`config.mk`:
```
export PLATFORM = sky130hd
export DESIGN_NAME = regfile_mp
export DESIGN_NICKNAME = d
export VERILOG_FILES = /design/src/rtl/regfile_pkg.sv /design/src/rtl/regfile_scoreboard.sv /design/src/rtl/regfile_mp.sv
export SDC_FILE = /design/constraint.sdc
export NUM_CORES = 2
export LEC_CHECK = 0
export CORE_UTILIZATION = 45
export CTS_CLUSTER_DIAMETER = 50
export DETAILED_ROUTE_END_ITERATION = 10
export GPL_TIMING_DRIVEN = 0
export PLACE_DENSITY_LB_ADDON = 0.1
export SYNTH_ARGS = -nofsm -noshare
export SYNTH_HDL_FRONTEND = slang
export SYNTH_HIERARCHICAL = 1
export SYNTH_SLANG_ARGS = --single-unit
export TNS_END_PERCENT = 10
```
`constraint.sdc`:
```
create_clock -name clk -period 77.3 [get_ports clk]
set_input_delay 19.325 -clock clk [delete_from_list [all_inputs] [get_ports clk]]
set_output_delay 19.325 -clock clk [all_outputs]
set_load 0.05 [all_outputs]
```
`src/rtl/regfile_pkg.sv`:
```
// Shared register-file constants and address qualification used by the
// register file, decode and writeback.
package regfile_pkg;

  localparam int ZERO_REG      = 0;
  localparam int REGFILE_XLEN  = 32;
  localparam int REGFILE_NREGS = 32;

  // An address names a real, writable register: not x0 and inside the file.
  function automatic logic regfile_addr_valid(input int addr, input int nregs);
    return (addr != ZERO_REG) && (addr < nregs);
  endfunction

endpackage

```
`src/rtl/regfile_scoreboard.sv`:
```
// Busy-bit scoreboard: one pending-producer bit per register plus a
// registered, incrementally maintained count of busy registers.
module regfile_scoreboard
  import regfile_pkg::*;
#(
  parameter  int NREGS = REGFILE_NREGS,
  parameter  int NREAD = 2,
  localparam int AW    = $clog2(NREGS)
) (
  input  logic                clk,
  input  logic                rst,
  input  logic                issue_valid,
  input  logic [AW-1:0]       issue_rd,
  input  logic                clear_valid,
  input  logic [AW-1:0]       clear_addr,
  input  logic [NREAD*AW-1:0] read_address,
  output logic [NREAD-1:0]    busy_raw,
  output logic [AW:0]         busy_count
);

  localparam int         NSLOT   = 1 << AW;
  localparam logic [AW:0] CNT_ONE = {{AW{1'b0}}, 1'b1};

  logic [NSLOT-1:0] busy_q;
  logic             set_valid;
  logic             set_new;
  logic             clr_old;

  assign set_valid = issue_valid && regfile_addr_valid(32'(issue_rd), NREGS);
  // Count only real transitions; a clear overridden by a same-register set is no transition.
  assign set_new   = set_valid && !busy_q[issue_rd];
  assign clr_old   = clear_valid && busy_q[clear_addr]
                     && !(set_valid && (issue_rd == clear_addr));

  always_ff @(posedge clk or posedge rst) begin
    if (rst) begin
      busy_q     <= '0;
      busy_count <= '0;
    end else begin
      // NOTE: non-blocking updates; the later set overrides the earlier clear on the same bit.
      if (clear_valid) busy_q[clear_addr] <= 1'b0;
      if (set_valid)   busy_q[issue_rd]   <= 1'b1;
      case ({set_new, clr_old})
        2'b10:   busy_count <= busy_count + CNT_ONE;
        2'b01:   busy_count <= busy_count - CNT_ONE;
        default: ;
      endcase
    end
  end

  always_comb begin
    busy_raw = '0;
    for (int i = 0; i < NREAD; i++) begin
      busy_raw[i] = busy_q[read_address[i*AW +: AW]];
    end
  end

endmodule

```
`src/rtl/regfile_mp.sv`:
```
// Multi-read-port integer register file with optional write-to-read bypass
// and an integrated busy-bit scoreboard for the hazard unit.
module regfile_mp
  import regfile_pkg::*;
#(
  parameter  int XLEN   = REGFILE_XLEN,
  parameter  int NREGS  = REGFILE_NREGS,
  parameter  int NREAD  = 2,
  parameter  int BYPASS = 1,
  localparam int AW     = $clog2(NREGS)
) (
  input  logic                  clk,
  input  logic                  rst,
  input  logic                  write_enable,
  input  logic [AW-1:0]         write_address,
  input  logic [XLEN-1:0]       write_data,
  input  logic [NREAD*AW-1:0]   read_address,
  output logic [NREAD*XLEN-1:0] read_data,
  output logic [NREAD-1:0]      read_busy,
  input  logic                  issue_valid,
  input  logic [AW-1:0]         issue_rd,
  output logic [AW:0]           busy_count
);

  localparam int NSLOT  = 1 << AW;
  localparam bit BYP_EN = (BYPASS != 0);

  logic [XLEN-1:0]  regs [NSLOT];
  logic             wr_valid;
  logic [NREAD-1:0] busy_raw;

  assign wr_valid = write_enable && regfile_addr_valid(32'(write_address), NREGS);

  always_ff @(posedge clk or posedge rst) begin
    if (rst) begin
      // NOTE: every entry is reset, so this array must map to flops rather than a RAM macro.
      for (int r = 0; r < NSLOT; r++) regs[r] <= '0;
    end else if (wr_valid) begin
      regs[write_address] <= write_data;
    end
  end

  regfile_scoreboard #(
    .NREGS (NREGS),
    .NREAD (NREAD)
  ) u_scoreboard (
    .clk          (clk),
    .rst          (rst),
    .issue_valid  (issue_valid),
    .issue_rd     (issue_rd),
    .clear_valid  (wr_valid),
    .clear_addr   (write_address),
    .read_address (read_address),
    .busy_raw     (busy_raw),
    .busy_count   (busy_count)
  );

  // Bypass is suppressed under reset so every port reads zero while rst is high.
  always_comb begin
    // NOTE: defaults first so no path through the loop leaves an output unassigned (no latch).
    read_data = '0;
    read_busy = '0;
    for (int i = 0; i < NREAD; i++) begin
      if (regfile_addr_valid(32'(read_address[i*AW +: AW]), NREGS)) begin
        if (BYP_EN && wr_valid && !rst && (write_address == read_address[i*AW +: AW])) begin
          read_data[i*XLEN +: XLEN] = write_data;
        end else begin
          read_data[i*XLEN +: XLEN] = regs[read_address[i*AW +: AW]];
          read_busy[i]              = busy_raw[i];
        end
      end
    end
  end

endmodule

```
## Yosys cells after proc, flatten, opt, wreduce, memory -nomap -nowiden

Index checks and enable logic that the tools add are counted.

| cells by class | value |
|---|---|
| add/subtract/negate cells | 2 |
| magnitude comparators | 10 |
| equality and inequality tests | 5 |
| multiplexer cells | 32 |
| bitwise gates (word level) | 6 |
| reduce and logical (&&, ||, !) cells | 20 |

Operators by type and width:

| operator | count |
|---|---|
| $bwmux W1024 | 1 |
| $mux W32 | 11 |
| $bmux W32 S5 | 2 |
| $demux W32 S5 | 1 |
| $and A32 B32 Y32 | 1 |
| $not A32 Y32 | 1 |
| $or A32 B32 Y32 | 1 |
| $lt A5 B6 Y1 const B | 4 |
| $bmux W1 S5 | 4 |
| $reduce_bool A5 Y1 | 4 |
| $ge A6 B6 Y1 const B | 3 |
| $not A5 Y6 | 3 |
| $eq A5 B5 Y1 | 3 |
| $logic_and A1 B1 Y1 | 12 |
| $pmux W6 S2 | 1 |
| $demux W1 S5 | 2 |
| $ge A5 B1 Y1 const B | 2 |
| $mux W1 | 10 |
| $add A6 B1 Y6 const B | 1 |
| $lt A6 B1 Y1 const B | 1 |
| $sub A6 B1 Y6 const B | 1 |
| $logic_not A1 Y1 | 3 |
| $eq A2 B1 Y1 const B | 1 |
| $eq A2 B2 Y1 const B | 1 |
| $reduce_bool A2 Y1 | 1 |

| word-level totals | value |
|---|---|
| flip-flop bits (word level) | 1062 |
| output and inout port bits | 72 |
| logic and storage cells | 109 |

## Logic depth before layout (Yosys ltp)

| depth | value |
|---|---|
| word-level depth | 9 |
| depth in mapped cells | 14 |

## Cells and area by module

Netlist, hierarchy kept.

Modules (own cells, without submodules):

| module | instances | cells each | area an instance (sq um) |
|---|---|---|---|
| regfile_mp | 1 | 4151 | 55628.4 |
| regfile_scoreboard | 1 | 268 | 2871.5 |

## Worst setup path after synthesis

Ideal clock, no wire load.

| path | value |
|---|---|
| path type | in2out |
| start point | input read_address[5] |
| end point | output read_data[33] |
| data arrival time | 21.398 ns |
| slack | 36.577 ns |
| stages | 8 |
| buffers on the path | 4 |
| cell sequence | buf_2 -> buf_4 -> buf_4 -> buf_4 -> mux2i_1 -> a221oi_1 -> o211ai_1 -> a31oi_1 |

| between the ends | value |
|---|---|
| longest elaborated chain between the ends | 6 |
| elaborated cells on any way between the ends | 9 |
| classes of those cells | eq/ne (1); mux (5); bitwise (1); reduce/logical (2) |

Ends and longest elaborated chain:

| element | RTL line | RTL |
|---|---|---|
| start, declared | regfile_mp.sv:17 | `input logic [NREAD*AW-1:0] read_address,` |
| $not A5 Y6 (implied by the code) | regfile_mp.sv:68 | `read_data[i*XLEN +: XLEN] = regs[read_address[i*AW +: AW]];` |
| $bmux W32 S5 | regfile_mp.sv:68 |  |
| $mux W32 (implied by the code) (2 in series) | regfile_mp.sv:68 |  |
| $mux W32 | regfile_mp.sv:65 | `if (BYP_EN && wr_valid && !rst && (write_address == read_address[i*AW +: AW])) begin` |
| $mux W32 (*) | regfile_mp.sv:64 | `if (regfile_addr_valid(32'(read_address[i*AW +: AW]), NREGS)) begin` |
| end, declared | regfile_mp.sv:18 | `output logic [NREAD*XLEN-1:0] read_data,` |

Mark *: on every way between the ends. The rest lies on a longest branch, timed or not. The select of a mux whose other input is x is not followed.

## Worst setup path after layout

| path | value |
|---|---|
| start point | input read_address[7] |
| end point | output read_data[51] |

Same word-level chain as after synthesis.

==> results.md <==
- Max Cap Violations: 8
- Area of the multi-input gates: 0.0297 mm2
- Tmin final: 43.92 ns
- Power, Total: 1.88 mW
- Root Buffer: clkbuf_16
- Switching share of total power: 30.3%
- Drt drc: 0
- Placement Rows: 131
- Crit path arrival time: 24.59 ns
- Clock buffer count from CTS: 144
- Most common cell after layout, fill and taps aside: dfrtp_1
- Core area: 0.128 mm2
- CTS Sinks: 1,062
- CTS tree: done
- Die area: 0.131 mm2
- I/O pin count: 128
- First-pass iteration count of the detailed router: 8
- Yosys Warn Count: 6
- Skew final: 0.0211 ns
- Setup CP Type: in2out
- Latest clock arrival within the worst-skew pair: 0.81 ns
- Final Hold Vio Count: 0
- P_sw: 0.569 mW
- RSZ-0062 raised after global routing: false
- Fill cells: 11,300
- Largest net degree at the start of global routing: 123
- Fin Hold WS: 0.470 ns
- Synthesis-to-layout area growth: 15.2%
- Vias in the first global route: 44,100
- Placed standard-cell area: 0.0621 mm2
- Final estimated routing congestion in global placement: 1.00
- Commonest cells after routing, fill and taps aside: dfrtp_1, mux2_2, mux2i_1
- Net count after synthesis: 4,481
- Post-synth EDFFs: 0
- Highest clock rate: 0.0228 GHz
- Sequential share of power: 39.7%
- Post-synthesis cell type count: 57
- Hold Crit Class: reg2reg
- Worst Path Max Fanout: 10
- Gr usage total: 39.5%
- Worst VDD drop: 0.0264 mV
- Slew Limit Fails: 87
- Asr flop ratio synth: 100%
- Port Buffers: 119
- Clock buffer depth: 3
- DRT iter0 DRCs: 6,117
- Initial antenna violation count: 9
- Final setup TNS: 0 ns
- R2R Setup Slk: 74.16 ns
- Chip height: 363 um
- # H-tree levels: 4
- Slew HR: -12.0%
- Synth Register Bits: 1,062
- DR WL/cell: 39.6 um
- Failing checks: max-capacitance violations, max-slew violations
- First-pass GRT wire length: 356,000 um
- Least-Margin Pin Slew: 1.68 ns
- Die Wd: 363 um
- Routed Antenna Nets: 0
- Leak: 29.7 nW
- CP Data Required Time: 57.98 ns
- Status: finished with violations
- Gate power share: 21.3%
- Synthesized cell area: 0.0585 mm2
- Syn avg cell area: 13.2 um2
- Crit start category: input port
- Syn Inst Count: 4,419
- Drt total wl: 259,000 um
- Power density over the cells: 27.9 mW/mm2
- Fraction of layout cells with a size suffix above 1: 36.5%
- Post-CTS Setup Bufs: 0
- Fin util: 52.6%
- DR vias/cell: 6.85
- Sequential cell area: 0.0266 mm2
- Vias after detailed routing: 44,900
- Kind of end point of the critical path: primary output
- Nets: 4,757
- Seq/Total Area, Yosys: 45.4%
- Final instance area: 0.0674 mm2
- Total gr overflow: 0
- Hold buffer count at cts: 0
- Post-cts sizing count: 0
- Clock network fraction of total power: 39.0%
- Starting Density: 45.6%
- Setup violators final: 0
- Fin crit share: 56.8%
- HPWL after DPL: 181,000 um
- Synth Flop Type: dfrtp_1
- Internal Pwr Total: 1.31 mW
- CTS clk-pin slew, worst paths: 0.06 ns
flip-flops by register name, summed over array words and instances, names as in the netlist:
| register | flops |
|---|---|
| regs | 1024 |
| u_scoreboard/busy_count | 6 |
| u_scoreboard/busy_q | 32 |
worst max-delay path, cell delays in order:
cell	delay [ns]
clkdlybuf4s50_1	0.60
buf_2	0.48
nor3_1	0.33
nand2_1	0.81
clkbuf_1	1.16
o21ai_0	0.24
a31oi_1	0.67
clkdlybuf4s50_1	0.94
synthesized netlist by cell type, drive strengths merged, types with 9 or more instances:
cell type  number  share of area [%]
buf           236                2.1
nand2         132               0.85
a31oi          65               0.70
mux2i         522                8.9
xnor2          10               0.15
mux4          286                 11
o211ai         35               0.45
dfrtp        1062                 45
a21o           60               0.77
mux2          998                 19
a22oi         121                1.6
a21oi         102               0.87
o21ai         136                1.2
o2111ai        90                1.3
nor2           26               0.17
a221oi         35               0.52
a211oi         62               0.80
nand3b         15               0.19
xor2            9               0.13
nor2b          71               0.76
clkbuf        254                1.6
final cells by class:
cell class | count | share of cell area (%)
buffer | 490 | 3.30
sequential | 1062 | 39.4
multi-input combinational | 2859 | 44.0
timing repair buffer | 130 | 2.20
antenna | 18 | 0.0668
tap | 1729 | 3.21
clock inverter | 69 | 1.78
clock buffer | 191 | 5.92
inverter | 8 | 0.0557
worst paths after layout:
| path | from | endpoint | cells after the start |
|---|---|---|---|
| setup / recovery | read_address[7] | read_data[51] | 8 |
| hold / removal | u_scoreboard/busy_count[5] | u_scoreboard/busy_count[5] | 1 |
| setup reg to reg | u_scoreboard/busy_q[4] | u_scoreboard/busy_count[5] | 10 |
| hold reg to reg | u_scoreboard/busy_count[5] | u_scoreboard/busy_count[5] | 1 |
| max in group asynchronous | rst | regs[171] | 5 |
| min in group asynchronous | rst | regs[508] | 2 |
metal layers:
metal  track usage [%]  wire length [um]  vias to the layer above
met2              55.9            108000                     3010
li1                  -                 -                    17500
met3              12.9             30400                      700
met5             0.666               136                        -
met4              24.2             18600                        6
met1              52.3            102000                    23700
logic make-up (layout without fill, tap and decap cells):
group / after synthesis / in the layout / share of synthesized area (%)
compound gates: 726 / 726 / 8.45
other cells: 0 / 18 / 0
mux: 1806 / 1806 / 39.2
fa+ha+maj: 6 / 6 / 0.141
buf+inv: 498 / 888 / 3.82
xor+xnor: 19 / 19 / 0.284
flops: 1062 / 1062 / 45.4
simple gates: 302 / 302 / 2.65
through the flow:
step	setup WS, ns	instances
after floorplan	29.16	4419
after global placement	15.45	6267
after detailed placement	33.63	6276
after CTS	33.62	6536
after global routing	33.53	6538
final	33.38	6556
power groups by stage:
stage               combinational (mW)  sequential, mW  clock (mW)
detailed placement               0.393           0.750           0
global route                     0.419           0.758       0.759
global placement                 0.385           0.748           0
finish                           0.401           0.745       0.732
CTS                              0.394           0.741       0.735
floorplan                        0.279           0.732           0
Power figures use the tool's default switching activity.
